$ cat config.mk
export PLATFORM = sky130hd
export DESIGN_NAME = imem_boot_loader
export DESIGN_NICKNAME = d
export VERILOG_FILES = /design/src/rtl/loader_pkg.sv /design/src/rtl/loader_word_asm.sv /design/src/rtl/imem_boot_loader.sv
export SDC_FILE = /design/constraint.sdc
export NUM_CORES = 1
export LEC_CHECK = 0
export ABC_CLOCK_PERIOD_IN_PS = 4200
export CAP_MARGIN = 20
export CORE_MARGIN = 2
export CORE_UTILIZATION = 30
export DETAILED_ROUTE_END_ITERATION = 10
export PLACE_DENSITY = 0.56
export SYNTH_ARGS = -nofsm -noshare
export SYNTH_HDL_FRONTEND = slang
export SYNTH_SLANG_ARGS = --single-unit
$ cat constraint.sdc
create_clock -name clk_i -period 4.2 [get_ports clk_i]
set_input_delay 0.84 -clock clk_i [delete_from_list [all_inputs] [get_ports clk_i]]
set_output_delay 0.84 -clock clk_i [all_outputs]
set_load 0.05 [all_outputs]
$ cat src/rtl/loader_pkg.sv
// Shared types and constants for the instruction-memory boot loader.
// Frame layout: LEN_LO, LEN_HI, 4*N payload bytes (little-endian words), CSUM.
package loader_pkg;

  localparam int CNT_W  = 16;
  localparam int BYTE_W = 8;

  localparam logic [1:0] LAST_LANE = 2'd3;

  typedef enum logic [2:0] {
    S_LEN0,
    S_LEN1,
    S_DATA,
    S_CSUM,
    S_DONE,
    S_ERROR
  } state_e;

  // A word index never exceeds MAX_WORDS, so the byte address cannot wrap.
  function automatic logic [31:0] word_byte_addr(input logic [CNT_W-1:0] idx);
    return 32'(idx) << 2;
  endfunction

endpackage

$ cat src/rtl/loader_word_asm.sv
// Packs accepted payload bytes into 32-bit little-endian words {b3,b2,b1,b0}.
// word_ready_o pulses with the accept of the 4th byte while word_o shows the full word.
module loader_word_asm
  import loader_pkg::*;
(
  input  logic              clk_i,
  input  logic              reset_i,
  input  logic              accept_i,
  input  logic [BYTE_W-1:0] byte_i,
  output logic              word_ready_o,
  output logic [31:0]       word_o
);

  logic [1:0]  byte_idx_q, byte_idx_d;
  logic [23:0] shift_q, shift_d;

  // Bytes enter at the top so the oldest byte lands in lane 0 once four are in.
  always_comb begin
    byte_idx_d = byte_idx_q;
    shift_d    = shift_q;
    if (accept_i) begin
      byte_idx_d = byte_idx_q + 2'd1;
      shift_d    = {byte_i, shift_q[23:8]};
    end
  end

  always_ff @(posedge clk_i) begin
    if (reset_i) begin
      byte_idx_q <= 2'd0;
      shift_q    <= 24'd0;
    end else begin
      byte_idx_q <= byte_idx_d;
      shift_q    <= shift_d;
    end
  end

  assign word_ready_o = accept_i && (byte_idx_q == LAST_LANE);
  assign word_o       = {byte_i, shift_q};

endmodule

$ cat src/rtl/imem_boot_loader.sv
// Streams a length-prefixed, XOR-checksummed program image into instruction memory
// and holds the core in reset until a complete, verified image has been written.
module imem_boot_loader
  import loader_pkg::*;
#(
  parameter int MAX_WORDS = 1024
) (
  input  logic              clk_i,
  input  logic              reset_i,
  input  logic              rx_valid_i,
  input  logic [BYTE_W-1:0] rx_data_i,
  output logic              rx_ready_o,
  output logic              imem_we_o,
  output logic [31:0]       imem_waddr_o,
  output logic [31:0]       imem_wdata_o,
  output logic              core_reset_o,
  output logic              load_done_o,
  output logic              load_error_o
);

  localparam logic [31:0] MAX_WORDS_W = 32'(MAX_WORDS);

  state_e             state_q, state_d;
  logic [CNT_W-1:0]   n_q, n_d;
  logic [CNT_W-1:0]   word_idx_q, word_idx_d;
  logic [BYTE_W-1:0]  xor_q, xor_d;
  logic               imem_we_q;
  logic [31:0]        imem_waddr_q, imem_wdata_q;
  logic               core_reset_q, load_done_q, load_error_q;

  logic               accept, data_accept, word_ready;
  logic [31:0]        word;
  logic [CNT_W-1:0]   len_full;
  logic               len_bad;

  assign rx_ready_o  = !reset_i && (state_q inside {S_LEN0, S_LEN1, S_DATA, S_CSUM});
  assign accept      = rx_valid_i && rx_ready_o;
  assign data_accept = accept && (state_q == S_DATA);
  assign len_full    = {rx_data_i, n_q[7:0]};
  assign len_bad     = (len_full == '0) || (32'(len_full) > MAX_WORDS_W);

  loader_word_asm u_word_asm (
    .clk_i        (clk_i),
    .reset_i      (reset_i),
    .accept_i     (data_accept),
    .byte_i       (rx_data_i),
    .word_ready_o (word_ready),
    .word_o       (word)
  );

  always_comb begin
    state_d    = state_q;
    n_d        = n_q;
    word_idx_d = word_idx_q;
    xor_d      = xor_q;
    unique case (state_q)
      S_LEN0: if (accept) begin
        n_d[7:0] = rx_data_i;
        state_d  = S_LEN1;
      end
      // A bad length is rejected before any payload byte is consumed.
      S_LEN1: if (accept) begin
        n_d     = len_full;
        state_d = len_bad ? S_ERROR : S_DATA;
      end
      S_DATA: if (accept) begin
        xor_d = xor_q ^ rx_data_i;
        if (word_ready) begin
          if (word_idx_q == n_q - CNT_W'(1)) state_d = S_CSUM;
          else word_idx_d = word_idx_q + CNT_W'(1);
        end
      end
      S_CSUM: if (accept) begin
        state_d = (rx_data_i == xor_q) ? S_DONE : S_ERROR;
      end
      default: ;
    endcase
  end

  always_ff @(posedge clk_i) begin
    if (reset_i) begin
      state_q      <= S_LEN0;
      n_q          <= '0;
      word_idx_q   <= '0;
      xor_q        <= '0;
      imem_we_q    <= 1'b0;
      imem_waddr_q <= 32'd0;
      imem_wdata_q <= 32'd0;
      core_reset_q <= 1'b1;
      load_done_q  <= 1'b0;
      load_error_q <= 1'b0;
    end else begin
      state_q      <= state_d;
      n_q          <= n_d;
      word_idx_q   <= word_idx_d;
      xor_q        <= xor_d;
      imem_we_q    <= word_ready;
      if (word_ready) begin
        imem_waddr_q <= word_byte_addr(word_idx_q);
        imem_wdata_q <= word;
      end
      // Status follows the next state so it is visible the cycle after the CSUM accept.
      core_reset_q <= (state_d != S_DONE);
      load_done_q  <= (state_d == S_DONE);
      load_error_q <= (state_d == S_ERROR);
    end
  end

  assign imem_we_o    = imem_we_q;
  assign imem_waddr_o = imem_waddr_q;
  assign imem_wdata_o = imem_wdata_q;
  assign core_reset_o = core_reset_q;
  assign load_done_o  = load_done_q;
  assign load_error_o = load_error_q;

endmodule
# After elaboration in Yosys (flattened, before gate mapping)
# Cells that the tools add are included.
[classes]
addsub = 3
order_cmp = 1
eq_ne = 9
n_mux = 11
bitwise_logic = 3
n_reduce_logical = 13
[op_table]
columns = ["operator", "count"]
rows = [
  ["$mux 3", 7],
  ["$add 16x1->16 const B", 1],
  ["$eq 16x16->1", 1],
  ["$gt 16x11->1 const B", 1],
  ["$logic_not 16->1", 1],
  ["$pmux 8 s2", 1],
  ["$sub 16x1->16 const B", 1],
  ["$pmux 3 s4", 1],
  ["$eq 8x8->1", 1],
  ["$mux 8", 1],
  ["$xor 8x8->8", 1],
  ["$eq 3x2->1 const B", 2],
  ["$eq 3x3->1 const B", 2],
  ["$logic_and 1x1->1", 4],
  ["$reduce_and 2->1", 2],
  ["$reduce_and 4->1", 1],
  ["$reduce_bool 4->1", 1],
  ["$eq 3x1->1 const B", 1],
  ["$logic_not 3->1", 1],
  ["$ne 3x3->1 const B", 1],
  ["$reduce_and 3->1", 1],
  ["$add 2x1->2 const B", 1],
  ["$eq 2x2->1 const B", 1],
  ["$not 1->1", 2],
  ["3 further kinds", 3],
]
[word_totals]
ff_bits = 121
out_inout_bits = 69
word_cells = 53

# Longest topological paths before layout
[logic_depth]
depth_word = 10
mapped_depth = 12
mapped_depth_nobuf = 10

# Modules after synthesis
# A second synthesis with hierarchy kept.
[hier_totals]
cells_unflattened = 583
area_unflattened_um2 = 5504.0
[by_module_without_submodules]
columns = ["module", "instances", "cells_each", "area_each_um2", "seq_area_each_um2"]
rows = [
  ["imem_boot_loader", 1, 489, 4480.5, 1901.8],
  ["loader_word_asm", 1, 94, 1023.5, 520.5],
]

# Worst setup path after synthesis
# Ideal clock, no wire load.
[synth_timing]
path_type = "input port to flip-flop"
start = "input port reset_i"
end = "register imem_wdata_q[26], in the netlist imem_wdata_o[26]"
setup_ns = 0.060
t_arrival_ns = 3.494
t_required_ns = 4.140
slack_ns = 0.646
stages = 9
path_cell_list = "nor2_1 nand2_1 nor3b_1 nand2_1 inv_1 buf_1 clkbuf_1 nand2_1 nand2_1"
[synth_between]
elab_chain_len = 5
[synth_lines]
columns = ["item", "line", "source"]
rows = [
  ["from (decl)", "imem_boot_loader.sv:9", "input logic reset_i,"],
  ["$logic_not 1->1", "imem_boot_loader.sv:36", "assign rx_ready_o = !reset_i && (state_q inside {S_LEN0, S_LEN1, S_DATA, S_CSUM});"],
  ["$logic_and 1x1->1", "imem_boot_loader.sv:36", ""],
  ["$logic_and 1x1->1", "imem_boot_loader.sv:37", "assign accept = rx_valid_i && rx_ready_o;"],
  ["$logic_and 1x1->1", "imem_boot_loader.sv:38", "assign data_accept = accept && (state_q == S_DATA);"],
  ["$logic_and 1x1->1", "loader_word_asm.sv:37", "assign word_ready_o = accept_i && (byte_idx_q == LAST_LANE);"],
  ["to (signal assigned)", "imem_boot_loader.sv:100", "imem_wdata_q <= word;"],
  ["to (decl)", "imem_boot_loader.sv:28", "logic [31:0] imem_waddr_q, imem_wdata_q;"],
]
# Parallel ways exist; a longest one is shown, timed or not.
# A chain may end at the register's enable or synchronous reset.

# Final worst setup path
[layout_timing]
start = "register n_q[0]"
end = "register word_idx_q[5]"
[layout_between]
elab_chain_len = 4
[layout_lines]
columns = ["item", "line", "source"]
rows = [
  ["from (decl)", "imem_boot_loader.sv:24", "logic [CNT_W-1:0] n_q, n_d;"],
  ["from (signal assigned)", "imem_boot_loader.sv:94", "n_q <= n_d;"],
  ["$sub 16x1->16", "imem_boot_loader.sv:69", "if (word_idx_q == n_q - CNT_W'(1)) state_d = S_CSUM;"],
  ["$eq 16x16->1", "imem_boot_loader.sv:69", ""],
  ["$not 1->1 (no line)", "--", ""],
  ["$reduce_and 4->1 (no line)", "--", ""],
  ["to (signal assigned)", "imem_boot_loader.sv:95", "word_idx_q <= word_idx_d;"],
  ["to (decl)", "imem_boot_loader.sv:25", "logic [CNT_W-1:0] word_idx_q, word_idx_d;"],
]
# Every way passes these cells.

==> run metrics <==
worst-case reg-to-reg path depth=10; Slew @ Worst Pin=899 ps; Switching Share=24.4%; Req. time, crit path=4510 ps; GRT Resource Usage Total=14.4%; RSZ-0062 raised after global routing=false; final design utilization=38.2%; final worst slack=approximately 900 ps; initial core utilization=30.7%; R2R Setup Slk=~880 ps; hold crit path type=reg2reg; status=finished, final reports clean; CP arrival=3630 ps; ANT cells=0; Comb power frac=7.0%; pwr/cell area=a little over 400 nW/um^2; I/O pin count=80; Int Pwr=0.00208 W; worst r2r dst=word_idx_q[5]; CTS resizes=0; number of global-route vias before repair=4264; Post-Synthesis Cells=654; number of port buffers=63; Clock transition at path regs=approximately 60 ps; crit start category=register; H-tree depth=4; Achievable Freq=302 MHz; Overall Power=0.00275 W; Post-Route WL=12.7 mm; Net Switching=0.000670 W; DP Wirelength=8.45 mm; drt first pass iters=4; Die ar.=18900 um^2; Post-synth ARST share=0%; final worst clock skew=9.90 ps; Final setup viols=0; Core Rows=48; Clock Latency Late Sink=roughly 420 ps; WHS Endpoint=imem_waddr_o[4]; post-route setup TNS=0 ps; layout cells sized above 1=7.69%; WL per Instance=approximately 14 um; Primary FF master, synth=dfxtp_1; largest net degree at the start of global routing=88; setup bufs post-CTS=0; clk root buf=clkbuf_16; yosys warns=0; Die X-Extent=137 um; Hold Vio Cnt, Final=0; First DRT Iteration DRCs=205; Setup Slack @ Placement=876 ps; GRT overflow=0; fin. max-slew vios=0; sequential area share after synthesis=between 40% and 50%; sequential share of power=between 40% and 50%; RD Place Congestion=0.790; Synth Register Bits=121; TritonCTS Sinks=121; Cell variety after synth=52; DRC=0; Vias=4344; CTS buffer count=17; hold_sp=imem_waddr_o[4]; chip height=137 um; Via-to-Cell Ratio=4.62; first-pass GRT wire length=21.3 mm; Core ar.=17400 um^2; Critical Path Sink Type=register; initial antenna violation count=0; CTS tree=built; Post-CTS Hold Fix Bufs=0; Peak VDD IR=around 0.27 mV; reg2reg start=n_q[0]; max_cap viols=0; Pleak=around 2.4 nW; worst-path fanout max=16; final worst-path cycle share=78.9%; Cell Area, Synth=between 5000 and 6000 um^2; critical path class=reg2reg; fin crit period=3320 ps; relative slew slack=40.0%; CTS max path bufs=2; area added between synthesis and finish=24.5%; Synth Area per Inst=8.16 um^2; Routed Antenna Nets=0; Layout Nets=717; EDFF count, synth=0; Clock Power Share=between 50% and 60%; worst hold path stage count=2
-- registers in the layout (all words and copies together) (netlist names) --
register               cells
imem_waddr_o              16
word_idx_q                16
xor_q                      8
core_reset_o               1
imem_wdata_o              32
load_done_o                1
u_word_asm.shift_q        24
state_q                    3
u_word_asm.byte_idx_q      2
load_error_o               1
imem_we_o                  1
n_q                       16
-- critical path: stages, from the launching register on --
cell      delay [ps]
dfxtp_1          380
inv_1             90
ha_1             280
or3b_2           500
or4_4            500
xnor2_2          120
nand4b_1         170
a211oi_4         430
a21oi_4          220
nand4_1          160
mux2_2           330
-- cell usage in the layout, fill, tap and decap left out, drive strengths merged, types with 12 or more instances in the layout --
cell type / netlist / layout
xnor2: 20 / 20
a21oi: 81 / 81
conb: 1 / 16
inv: 12 / 14
nand3b: 12 / 12
nor2: 41 / 41
xor2: 24 / 24
mux2i: 14 / 14
nand2: 167 / 167
clkbuf: 31 / 21
dfxtp: 121 / 121
clkdlybuf4s50: 0 / 62
nand3: 14 / 14
-- metrics by stage --
step | area (um^2) | instances | hold slack, ps
after floorplan | 5390 | 669 | 432
after global placement | 6070 | 909 | 445
after detailed placement | 6070 | 909 | 447
after CTS | 6640 | 940 | 454
after global routing | 6640 | 940 | 468
final | 6640 | 940 | 450
-- layout make-up --
cell class                 instances  area [um^2]
clock buffer                      21          470
clock inverter                    10         93.8
fill                            1833        10700
inverter                          12         45.0
multi-input combinational        480         2640
sequential                       121         2420
tap                              225          282
timing repair buffer              71          688
-- worst max path at each step --
| stage | startpoint | endpoint | slack [ps] |
|---|---|---|---|
| after floorplan | reset_i | imem_wdata_o[26] | 650 |
| after global placement | n_q[0] | word_idx_q[5] | 920 |
| after detailed placement | n_q[0] | word_idx_q[5] | 880 |
| after CTS | n_q[0] | word_idx_q[5] | 870 |
| after global routing | n_q[0] | word_idx_q[5] | 710 |
| final | n_q[0] | word_idx_q[5] | 880 |
-- metal layers --
layer	GRT usage [%]	share of wire (%)
met1	18.5	47
met2	22.5	47
met3	4.89	4.4
met4	5.15	1.4
met5	0	0
-- Yosys cell counts, drive strengths merged (8+ instances only) --
cell    count  area, um^2
nor3        9        45.0
clkbuf     31         116
xor2       24         210
nand4       8        50.1
nand2     167         627
a21oi      81         420
and3        8        50.1
dfxtp     121        2420
nand3b     12        90.1
nand3      14        70.1
buf        25         176
nor2       41         154
mux2i      14         140
inv        12        45.0
xnor2      20         183
-- cell families after synthesis --
logic type                 share of synthesized area [%]
buffers and inverters                               6.33
muxes                                               3.05
DFF                                                 45.4
and+or+nand+nor                                     25.2
xor gates and xnor gates                            7.37
adders and majority gates                          0.704
AOI/OAI and AO/OA                                   11.8
other                                             0.0703
-- power groups by stage --
| stage | Combinational (W) | Clock [W] | Sequential (W) |
|---|---|---|---|
| floorplan | 0.000167 | 0 | 0.00119 |
| global placement | 0.000193 | 0 | 0.00119 |
| detailed placement | 0.000193 | 0 | 0.00119 |
| CTS | 0.000193 | 0.00142 | 0.00117 |
| global route | 0.000212 | 0.00148 | 0.00117 |
| finish | 0.000192 | 0.00139 | 0.00117 |
No activity file was read; power rests on OpenSTA's default activity.
